**src/rtl/isa_pkg.sv**
```systemverilog
// ISA constants shared by the instruction loader, its packer and the bench:
// opcodes, field bit positions and the loader state encoding.
package isa_pkg;

    localparam logic [2:0] OP_RTYPE  = 3'b000;
    localparam logic [2:0] OP_ALUI   = 3'b001;
    localparam logic [2:0] OP_LOAD   = 3'b010;
    localparam logic [2:0] OP_STORE  = 3'b011;
    localparam logic [2:0] OP_BRANCH = 3'b100;

    // LSB position of each field inside the 16-bit instruction word
    localparam int POS_OP    = 13;
    localparam int POS_RD    = 10;
    localparam int POS_RA    = 7;
    localparam int POS_RB    = 3;
    localparam int POS_FUNCT = 0;
    localparam int POS_IMM   = 0;

    typedef enum logic [1:0] {
        IDLE = 2'd0,
        LOAD = 2'd1,
        DONE = 2'd2
    } loader_state_t;

endpackage

```
**src/rtl/instr_encoder_loader_if.sv**
```systemverilog
// Field-bundle stream into the loader plus the instruction-memory write bus out of it.
// master = bundle producer / memory side, slave = the loader.
interface instr_encoder_loader_if #(
    parameter int ADDR_W = 8
);
    logic              in_valid;
    logic              in_ready;
    logic [2:0]        in_op;
    logic [2:0]        in_rd;
    logic [2:0]        in_ra;
    logic [2:0]        in_rb;
    logic [1:0]        in_funct;
    logic [7:0]        in_imm;
    logic              imem_we;
    logic [ADDR_W-1:0] imem_addr;
    logic [15:0]       imem_wdata;

    modport master (
        output in_valid, in_op, in_rd, in_ra, in_rb, in_funct, in_imm,
        input  in_ready, imem_we, imem_addr, imem_wdata
    );

    modport slave (
        input  in_valid, in_op, in_rd, in_ra, in_rb, in_funct, in_imm,
        output in_ready, imem_we, imem_addr, imem_wdata
    );
endinterface

```
**src/rtl/instr_pack.sv**
```systemverilog
// Combinational field-to-word packer: exact inverse of the decoder's field slicing,
// plus a flag for immediates that do not fit the 7-bit signed field.
module instr_pack
    import isa_pkg::*;
(
    input  logic [2:0]  op,
    input  logic [2:0]  rd,
    input  logic [2:0]  ra,
    input  logic [2:0]  rb,
    input  logic [1:0]  funct,
    input  logic [7:0]  imm,
    output logic [15:0] word,
    output logic        range_err
);
    always_comb begin
        word = '0;
        word[POS_OP +: 3] = op;
        word[POS_RD +: 3] = rd;
        word[POS_RA +: 3] = ra;
        if (op == OP_RTYPE) begin
            word[POS_RB +: 3]    = rb;
            word[POS_FUNCT +: 2] = funct;
        end else begin
            word[POS_IMM +: 7] = imm[6:0];
        end
        // -64..63 fits only when the dropped sign bit matches bit 6
        range_err = (op != OP_RTYPE) && (imm[7] != imm[6]);
    end
endmodule

```
**src/rtl/instr_encoder_loader.sv**
```systemverilog
// Packs decoded instruction fields into 16-bit words and writes them sequentially
// into instruction memory. Optional LOADER_CHECKSUM_EN adds a rotate-xor checksum output.
module instr_encoder_loader
    import isa_pkg::*;
#(
    parameter int ADDR_W    = 8,
    parameter int MAX_WORDS = 256
) (
    input  logic                 clk,
    input  logic                 reset_n,
    input  logic                 start,
    input  logic                 finish,
    instr_encoder_loader_if.slave bus,
    output logic [ADDR_W:0]      count,
`ifdef LOADER_CHECKSUM_EN
    output logic [15:0]          checksum,
`endif
    output logic                 busy,
    output logic                 done,
    output logic                 err
);
    localparam logic [1:0] ST_IDLE = 2'(IDLE);
    localparam logic [1:0] ST_LOAD = 2'(LOAD);
    localparam logic [1:0] ST_DONE = 2'(DONE);
    localparam logic [ADDR_W:0] MAX_CNT = (ADDR_W+1)'(MAX_WORDS);

    logic [1:0]        state;
    logic              we_q;
    logic [ADDR_W-1:0] addr_q;
    logic [15:0]       wdata_q;
    logic [15:0]       word;
    logic              range_err;
    logic              ready;
    logic              accept;

    instr_pack u_pack (
        .op        (bus.in_op),
        .rd        (bus.in_rd),
        .ra        (bus.in_ra),
        .rb        (bus.in_rb),
        .funct     (bus.in_funct),
        .imm       (bus.in_imm),
        .word      (word),
        .range_err (range_err)
    );

    assign ready  = (state == ST_LOAD) && (count < MAX_CNT);
    assign accept = bus.in_valid && ready;

    always_ff @(posedge clk or negedge reset_n) begin
        if (!reset_n) begin
            state   <= ST_IDLE;
            we_q    <= 1'b0;
            addr_q  <= '0;
            wdata_q <= '0;
            count   <= '0;
            err     <= 1'b0;
        end else if (start) begin
            // restart wins over finish and drops any bundle offered this cycle
            state  <= ST_LOAD;
            we_q   <= 1'b0;
            addr_q <= '0;
            count  <= '0;
            err    <= 1'b0;
        end else begin
            we_q <= accept;
            if (accept) begin
                addr_q  <= count[ADDR_W-1:0];
                wdata_q <= word;
                count   <= count + 1'b1;
                if (range_err) err <= 1'b1;
            end
            case (state)
                ST_LOAD: if (finish || (accept && (count + 1'b1 == MAX_CNT))) state <= ST_DONE;
                ST_IDLE, ST_DONE: ;
                default: state <= ST_IDLE;
            endcase
        end
    end

`ifdef LOADER_CHECKSUM_EN
    always_ff @(posedge clk or negedge reset_n) begin
        if (!reset_n)
            checksum <= '0;
        else if (start)
            checksum <= '0;
        else if (we_q)
            checksum <= {checksum[14:0], checksum[15]} ^ wdata_q;
    end
`endif

    assign bus.in_ready   = ready;
    assign bus.imem_we    = we_q;
    assign bus.imem_addr  = addr_q;
    assign bus.imem_wdata = wdata_q;
    assign busy           = (state == ST_LOAD);
    assign done           = (state == ST_DONE);
endmodule

```
**src/flat_wrapper.sv**
```systemverilog
// flat-port wrapper written by rule: the top's interface ports become plain ports
module instr_encoder_loader_flat import isa_pkg::*;
#(
    parameter int ADDR_W    = 8,
    parameter int MAX_WORDS = 256
)
  (clk, reset_n, start, finish, count, busy, done, err, bus_in_valid, bus_in_op, bus_in_rd, bus_in_ra, bus_in_rb, bus_in_funct, bus_in_imm, bus_in_ready, bus_imem_we, bus_imem_addr, bus_imem_wdata);
  instr_encoder_loader_if #(.ADDR_W(ADDR_W)) bus_i ();
  input  logic clk;
  input  logic reset_n;
  input  logic start;
  input  logic finish;
  output logic [ADDR_W:0] count;
  output logic busy;
  output logic done;
  output logic err;
  input wire logic [$bits(bus_i.in_valid)-1:0] bus_in_valid;
  input wire logic [$bits(bus_i.in_op)-1:0] bus_in_op;
  input wire logic [$bits(bus_i.in_rd)-1:0] bus_in_rd;
  input wire logic [$bits(bus_i.in_ra)-1:0] bus_in_ra;
  input wire logic [$bits(bus_i.in_rb)-1:0] bus_in_rb;
  input wire logic [$bits(bus_i.in_funct)-1:0] bus_in_funct;
  input wire logic [$bits(bus_i.in_imm)-1:0] bus_in_imm;
  output wire logic [$bits(bus_i.in_ready)-1:0] bus_in_ready;
  output wire logic [$bits(bus_i.imem_we)-1:0] bus_imem_we;
  output wire logic [$bits(bus_i.imem_addr)-1:0] bus_imem_addr;
  output wire logic [$bits(bus_i.imem_wdata)-1:0] bus_imem_wdata;
  assign bus_i.in_valid = bus_in_valid;
  assign bus_i.in_op = bus_in_op;
  assign bus_i.in_rd = bus_in_rd;
  assign bus_i.in_ra = bus_in_ra;
  assign bus_i.in_rb = bus_in_rb;
  assign bus_i.in_funct = bus_in_funct;
  assign bus_i.in_imm = bus_in_imm;
  assign bus_in_ready = bus_i.in_ready;
  assign bus_imem_we = bus_i.imem_we;
  assign bus_imem_addr = bus_i.imem_addr;
  assign bus_imem_wdata = bus_i.imem_wdata;
  instr_encoder_loader #(.ADDR_W(ADDR_W), .MAX_WORDS(MAX_WORDS)) u_core (.clk(clk), .reset_n(reset_n), .start(start), .finish(finish), .bus(bus_i), .count(count), .busy(busy), .done(done), .err(err));
endmodule
```
**config.mk**
```make
export PLATFORM = sky130hd
export DESIGN_NAME = instr_encoder_loader_flat
export DESIGN_NICKNAME = d
export VERILOG_FILES = /design/src/rtl/isa_pkg.sv /design/src/rtl/instr_encoder_loader_if.sv /design/src/rtl/instr_pack.sv /design/src/rtl/instr_encoder_loader.sv /design/src/flat_wrapper.sv
export SDC_FILE = /design/constraint.sdc
export NUM_CORES = 1
export LEC_CHECK = 0
export CAP_MARGIN = 0
export CORE_MARGIN = 3
export CORE_UTILIZATION = 35
export DETAILED_ROUTE_END_ITERATION = 8
export PLACE_DENSITY_LB_ADDON = 0.12
export SLEW_MARGIN = 40
export SYNTH_ARGS = -nofsm -noshare
export SYNTH_HDL_FRONTEND = slang
export SYNTH_SLANG_ARGS = --single-unit
```
**constraint.sdc**
```tcl
create_clock -name clk -period 1.7 [get_ports clk]
set_input_delay 0.17 -clock clk [delete_from_list [all_inputs] [get_ports clk]]
set_output_delay 0.17 -clock clk [all_outputs]
set_load 0.03 [all_outputs]
```
==> impl_metrics.env, run 1 <==
export IMPL_ant_nets=0
export IMPL_power_uw=2260
export IMPL_postPlaceCellArea_um2=2500
export IMPL_syn_area_per_cell_um2=9.05
export IMPL_rr_worst_depth=4
export IMPL_clock_skew_ns=0.00245
export IMPL_postCtsSetupRepairBufs=0
export IMPL_relSlewSlack_pct=71.7
export IMPL_cts_sink_count=37
export IMPL_outcome="complete, no violations"
export IMPL_p_leak_uw=0.00113
export IMPL_finalSetupViolCount=0
export IMPL_worst_pin_slew_ns=0.425
export IMPL_vias=1508
export IMPL_io_pins=65
export IMPL_wirelength_um=4100
export IMPL_fmax_mhz=610
export IMPL_grt_pass1_vias=1485
export IMPL_grt_max_degree=21
export IMPL_required_ns=1.53
export IMPL_gp_congestion=0.722
export IMPL_period_needed_ns=1.64
export IMPL_nNetsFinal=290
export IMPL_worst_slack_ns=0.0613
export IMPL_ys_ff_latch=37
export IMPL_critPathArrivalTime_ns=1.47
export IMPL_syn_to_final_growth_pct=56.9
export IMPL_start_kind="register"
export IMPL_dieArea_um2=5570
export IMPL_clk_latency_ns=0.28
export IMPL_rows=24
export IMPL_synthCells=182
export IMPL_die_h_um=74.6
export IMPL_dp_slack_ns=0.0214
export IMPL_clockBufferDepth=2
export IMPL_diodes=0
export IMPL_grt_util_all_layers_pct=15.9
export IMPL_dp_cells=306
export IMPL_endpoint_kind="output port"
export IMPL_vias_per_cell=4.79
export IMPL_fin_crit_sh_pct=96.4
export IMPL_design_area_um2=2590
export IMPL_drv_cap=0
export IMPL_syn_cell_area_um2=1650
export IMPL_detailedRoute_firstPassIterationCount=4
export IMPL_grt_pass1_wl_um=6720
export IMPL_critPathMaxStageDelay_ns=0.68
export IMPL_yosysUniqueCellTypes=32
export IMPL_final_common_cell="nand2_1"
export IMPL_setup_tns_ns=0
export IMPL_synth_edf_count=0
export IMPL_clk_pin_slew_ns=0.07
export IMPL_routedWlPerCell_um=13.0
export IMPL_cts_max_level=2
export IMPL_first_iter_violations=60
export IMPL_powerDensity_nw_per_um2=872
export IMPL_fp_dieW_um=74.6
export IMPL_grt_antenna_before_repair=0
export IMPL_slew_viol_final=0
export IMPL_cts_buffers=5
export IMPL_hp_class="in -> async"
export IMPL_synth_net_count=210
export IMPL_final_cell_mix="nand2_1, clkdlybuf4s50_1, dfrtp_1"
export IMPL_slowest_stage="clkdlybuf4s50_1"
export IMPL_crit_fanout=6
export IMPL_hold_viol=0
export IMPL_drive_above_1_share_pct=15.2
export IMPL_io_buffer_count=64
export IMPL_core_area_um2=4440
export IMPL_crit_chain="buf_4, clkdlybuf4s50_1"
export IMPL_cts_tree="yes"
export IMPL_start_util_pct=37.1
export IMPL_fin_cells=315
export IMPL_gr_total_overflow=0
export IMPL_yosysWarnings=0
export IMPL_ys_seq_area_share_pct=56.2
export IMPL_yosys_most_used_dff="dfrtp_1"
export IMPL_rsz0062_at_grt="false"
export IMPL_hpwlAfterDp_um=3090
export IMPL_synthArstFlopShare_pct=100
export IMPL_cts_root_buf="clkbuf_8"
export IMPL_path_class="reg -> out"
export IMPL_ir_worst_vdd_mv=0.489
export IMPL_drc=0
## repair_timing
action / 4_1_cts / 5_1_grt
hold buffers: 1 / 0
setup endpoints to repair: 4 / 0
endpoints found under the hold margin: 17 / 0
resized for setup: 4 / 0
## worst max-delay path, delay by kind of cell (launching register included)
| kind | cells | cell delay, ns |
|---|---|---|
| buffers and inverters | 2 | 0.83 |
| flip-flops | 1 | 0.36 |
## flip-flops by register name, summed over array words and instances (netlist names)
name and flops:
u_core.count 9, u_core.bus.imem_we 1, u_core.state 2, u_core.bus.imem_addr 8, u_core.bus.imem_wdata 16, u_core.err 1
## metrics by stage
| step | utilization [%] | hold slack [ns] |
|---|---|---|
| after floorplan | - | -0.126 |
| after global routing | 58.2 | 0.413 |
| after detailed placement | 56.3 | 0.138 |
| after global placement | 56.3 | 0.135 |
| after CTS | 58.2 | 0.389 |
| final | 58.2 | 0.376 |
## layer usage
metal	wire [um]	part of all wire, %	track usage (%)	vias to the layer above
li1	-	-	-	754
met1	1850	45	20.1	703
met2	1930	47	25.5	47
met3	296	7.2	6.28	4
met4	34	0.83	4.15	0
met5	0	0	0	-
## synth_stat cells (all sizes together), types with 2 or more instances
library cell	instances	area share, %
xor2	3	1.6
inv	5	1.1
nand4	2	0.76
nand3	5	1.8
dfrtp	37	56
nor3	4	1.2
a31oi	8	3.0
xnor2	5	2.7
clkbuf	7	1.6
a21oi	10	3.0
buf	5	1.4
nand2	61	14
nor2	14	3.2
## final timing paths
check	slack (ns)	startpoint	end
max in group asynchronous	0.86	reset_n	u_core.count[3]
max reg2reg	0.09	u_core.count[0]	u_core.state[0]
max	0.06	u_core.count[2]	count[2]
min in group clk	0.42	bus_in_ra[1]	u_core.bus.imem_wdata[8]
min	0.38	reset_n	u_core.bus.imem_wdata[12]
min reg2reg	0.47	u_core.bus.imem_wdata[6]	u_core.bus.imem_wdata[6]
## cells by family (layout without fill, tap and decap cells)
group,after synthesis,count (layout),synth area share (%)
AOI/OAI and AO/OA,25,25,9.64
adders and majority gates,1,1,0.759
and+or+nand+nor,94,94,25.0
DFF,37,37,56.2
xor gates and xnor gates,8,8,4.25
buffers and inverters,17,98,4.18
## area by class of cell
type,count,area (um^2)
Fill cell,402,1860
Sequential cell,37,935
Timing Repair Buffer,85,816
Multi-Input combinational cell,128,672
Clock buffer,8,80.1
Tap cell,52,65.1
Inverter,5,18.8
## report_power, final
group | switching (uW) | total, uW | internal, uW
sequential | 57.2 | 1030 | 973
clock | 283 | 574 | 291
combinational | 362 | 652 | 290
Power figures use the tool's default switching activity.
==> run 2, diff against run 1 <==
--- a/config.mk
+++ b/config.mk
@@ -9,6 +9,7 @@
 export CORE_MARGIN = 3
 export CORE_UTILIZATION = 35
 export DETAILED_ROUTE_END_ITERATION = 8
+export GPL_TIMING_DRIVEN = 0
 export PLACE_DENSITY_LB_ADDON = 0.12
 export SLEW_MARGIN = 40
 export SYNTH_ARGS = -nofsm -noshare
==> run 2 against run 1 <==
  * Sequential share of layout area is 0.89 points higher
  * Maximum frequency is 0.73% lower
  * Global-route usage is 0.10 points higher
  * Utilization is 1.3 points lower
  * Non-clock buffer count is 7 lower
  * Final cell count is 2.2% lower
==> impl_metrics.env, run 2 (same netlist as run 1, synthesis figures left out) <==
export IMPL_cts_root_buf="clkbuf_8"
export IMPL_rsz0062_at_grt="true"
export IMPL_dr_max_layer_used="met4"
export IMPL_io_pins=65
export IMPL_rows=24
export IMPL_critPathMaxStageDelay_ns=0.72
export IMPL_cp_top_family="buffers and inverters"
export IMPL_clk_latency_ns=0.29
export IMPL_worst_pin_slew_ns=0.503
export IMPL_fmax_mhz=606
export IMPL_start_util_pct=37.1
export IMPL_setup_tns_ns=0
export IMPL_clk_pin_slew_ns=0.07
export IMPL_endpoint_kind="output port"
export IMPL_path_class="reg -> out"
export IMPL_diodes=0
export IMPL_hold_viol=0
export IMPL_nNetsFinal=283
export IMPL_slew_viol_final=0
export IMPL_relSlewSlack_pct=66.2
export IMPL_period_needed_ns=1.65
export IMPL_final_core_util_pct=56.9
export IMPL_crit_fanout=5
export IMPL_fp_dieW_um=74.6
export IMPL_wl_met1_um=1820
export IMPL_dieArea_um2=5570
export IMPL_fin_cells=308
export IMPL_cts_tree="yes"
export IMPL_slowest_stage="clkdlybuf4s50_1"
export IMPL_detailedRoute_firstPassIterationCount=4
export IMPL_routedWlPerCell_um=13.4
export IMPL_die_h_um=74.6
export IMPL_drive_above_1_share_pct=13.3
export IMPL_io_buffer_count=63
export IMPL_grt_util_all_layers_pct=16.0
export IMPL_grt_pass1_vias=1462
export IMPL_grt_max_degree=38
export IMPL_ir_worst_vdd_mv=0.458
export IMPL_syn_to_final_growth_pct=53.4
export IMPL_dp_cells=297
export IMPL_gp_congestion=0.699
export IMPL_required_ns=1.53
export IMPL_start_kind="register"
export IMPL_fin_crit_sh_pct=97.1
export IMPL_finalSetupViolCount=0
export IMPL_hp_class="in -> reg"
export IMPL_cts_sink_count=37
export IMPL_drc=0
export IMPL_drv_cap=0
export IMPL_cts_max_level=2
export IMPL_p_leak_uw=0.00108
export IMPL_path_buf_inv=1
export IMPL_vias=1499
export IMPL_vias_per_cell=4.87
export IMPL_final_cell_mix="nand2_1, clkdlybuf4s50_1, dfrtp_1"
export IMPL_core_area_um2=4440
export IMPL_wl_met2_um=1960
export IMPL_powerDensity_nw_per_um2=969
export IMPL_critPathArrivalTime_ns=1.48
export IMPL_gr_total_overflow=0
export IMPL_hpwlAfterDp_um=2910
export IMPL_met3_length_um=322
export IMPL_final_common_cell="nand2_1"
export IMPL_grt_pass1_wl_um=6710
export IMPL_first_iter_violations=77
export IMPL_crit_chain="clkdlybuf4s50_1"
export IMPL_largest_reg_flops=16
export IMPL_grt_antenna_before_repair=0
export IMPL_outcome="complete, no violations"
export IMPL_wirelength_um=4120
export IMPL_clock_skew_ns=0.00642
export IMPL_ant_nets=0
export IMPL_clockBufferDepth=2
export IMPL_cts_buffers=5
[run 2: cell types whose count changed in the layout (fill, tap and decap cells not counted)]
cell,change
buf_1,+1
buf_12,-2
buf_2,-1
buf_4,-14
buf_6,+3
bufinv_16,+1
clkbuf_1,+2
clkbuf_2,+4
clkbuf_4,+1
clkbuf_8,+1
dfrtp_1,-1
dfrtp_2,+1
dlygate4sd2_1,-3
[run 2: worst paths after layout]
check / startpoint / to / slack [ns] / cells after the start
max: u_core.count[7] / count[7] / 0.05 / 1
min: start / u_core.count[3] / 0.33 / 2
max reg2reg: u_core.count[2] / u_core.state[0] / 0.05 / 4
min reg2reg: u_core.bus.imem_wdata[10] / u_core.bus.imem_wdata[10] / 0.48 / 2
max in group asynchronous: reset_n / u_core.count[3] / 0.95 / 2
min in group asynchronous: reset_n / u_core.bus.imem_wdata[9] / 0.38 / 2
[run 2: metal layers]
metal	up-vias	global-route usage (%)
li1	743	-
met1	705	20.4
met2	49	24.9
met3	2	7.08
met4	0	4.15
met5	-	0
[run 2: layout make-up]
type | instances | area (um^2)
sequential | 37 | 936
buffer | 12 | 77.6
clock buffer | 7 | 86.3
clock inverter | 1 | 30.0
multi-input combinational | 128 | 672
fill | 417 | 1920
timing repair buffer | 66 | 642
tap | 52 | 65.1
inverter | 5 | 18.8
[run 2: report_power, final]
group / internal (uW) / switching, uW
registers: 972 / 58.7
logic: 270 / 359
clock network: 478 / 310
[run 2: metrics by stage]
stage	hold slack, ns	worst slack [ns]	total power [uW]	area, um^2
2_1_floorplan	-0.126	0.0267	1370	1690
3_3_place_gp	0.459	-0.622	1680	2380
3_5_place_dp	0.174	-0.447	1680	2380
4_1_cts	0.332	0.0204	2480	2510
5_1_grt	0.352	-0.0352	2560	2530
6_report	0.333	0.0493	2450	2530
[run 2: timing repair]
item	in CTS	in global routing
hold buffers	1	0
endpoints found under the setup margin	30	32
setup buffers	0	2
resized for setup	5	11
endpoints found under the hold margin	37	0
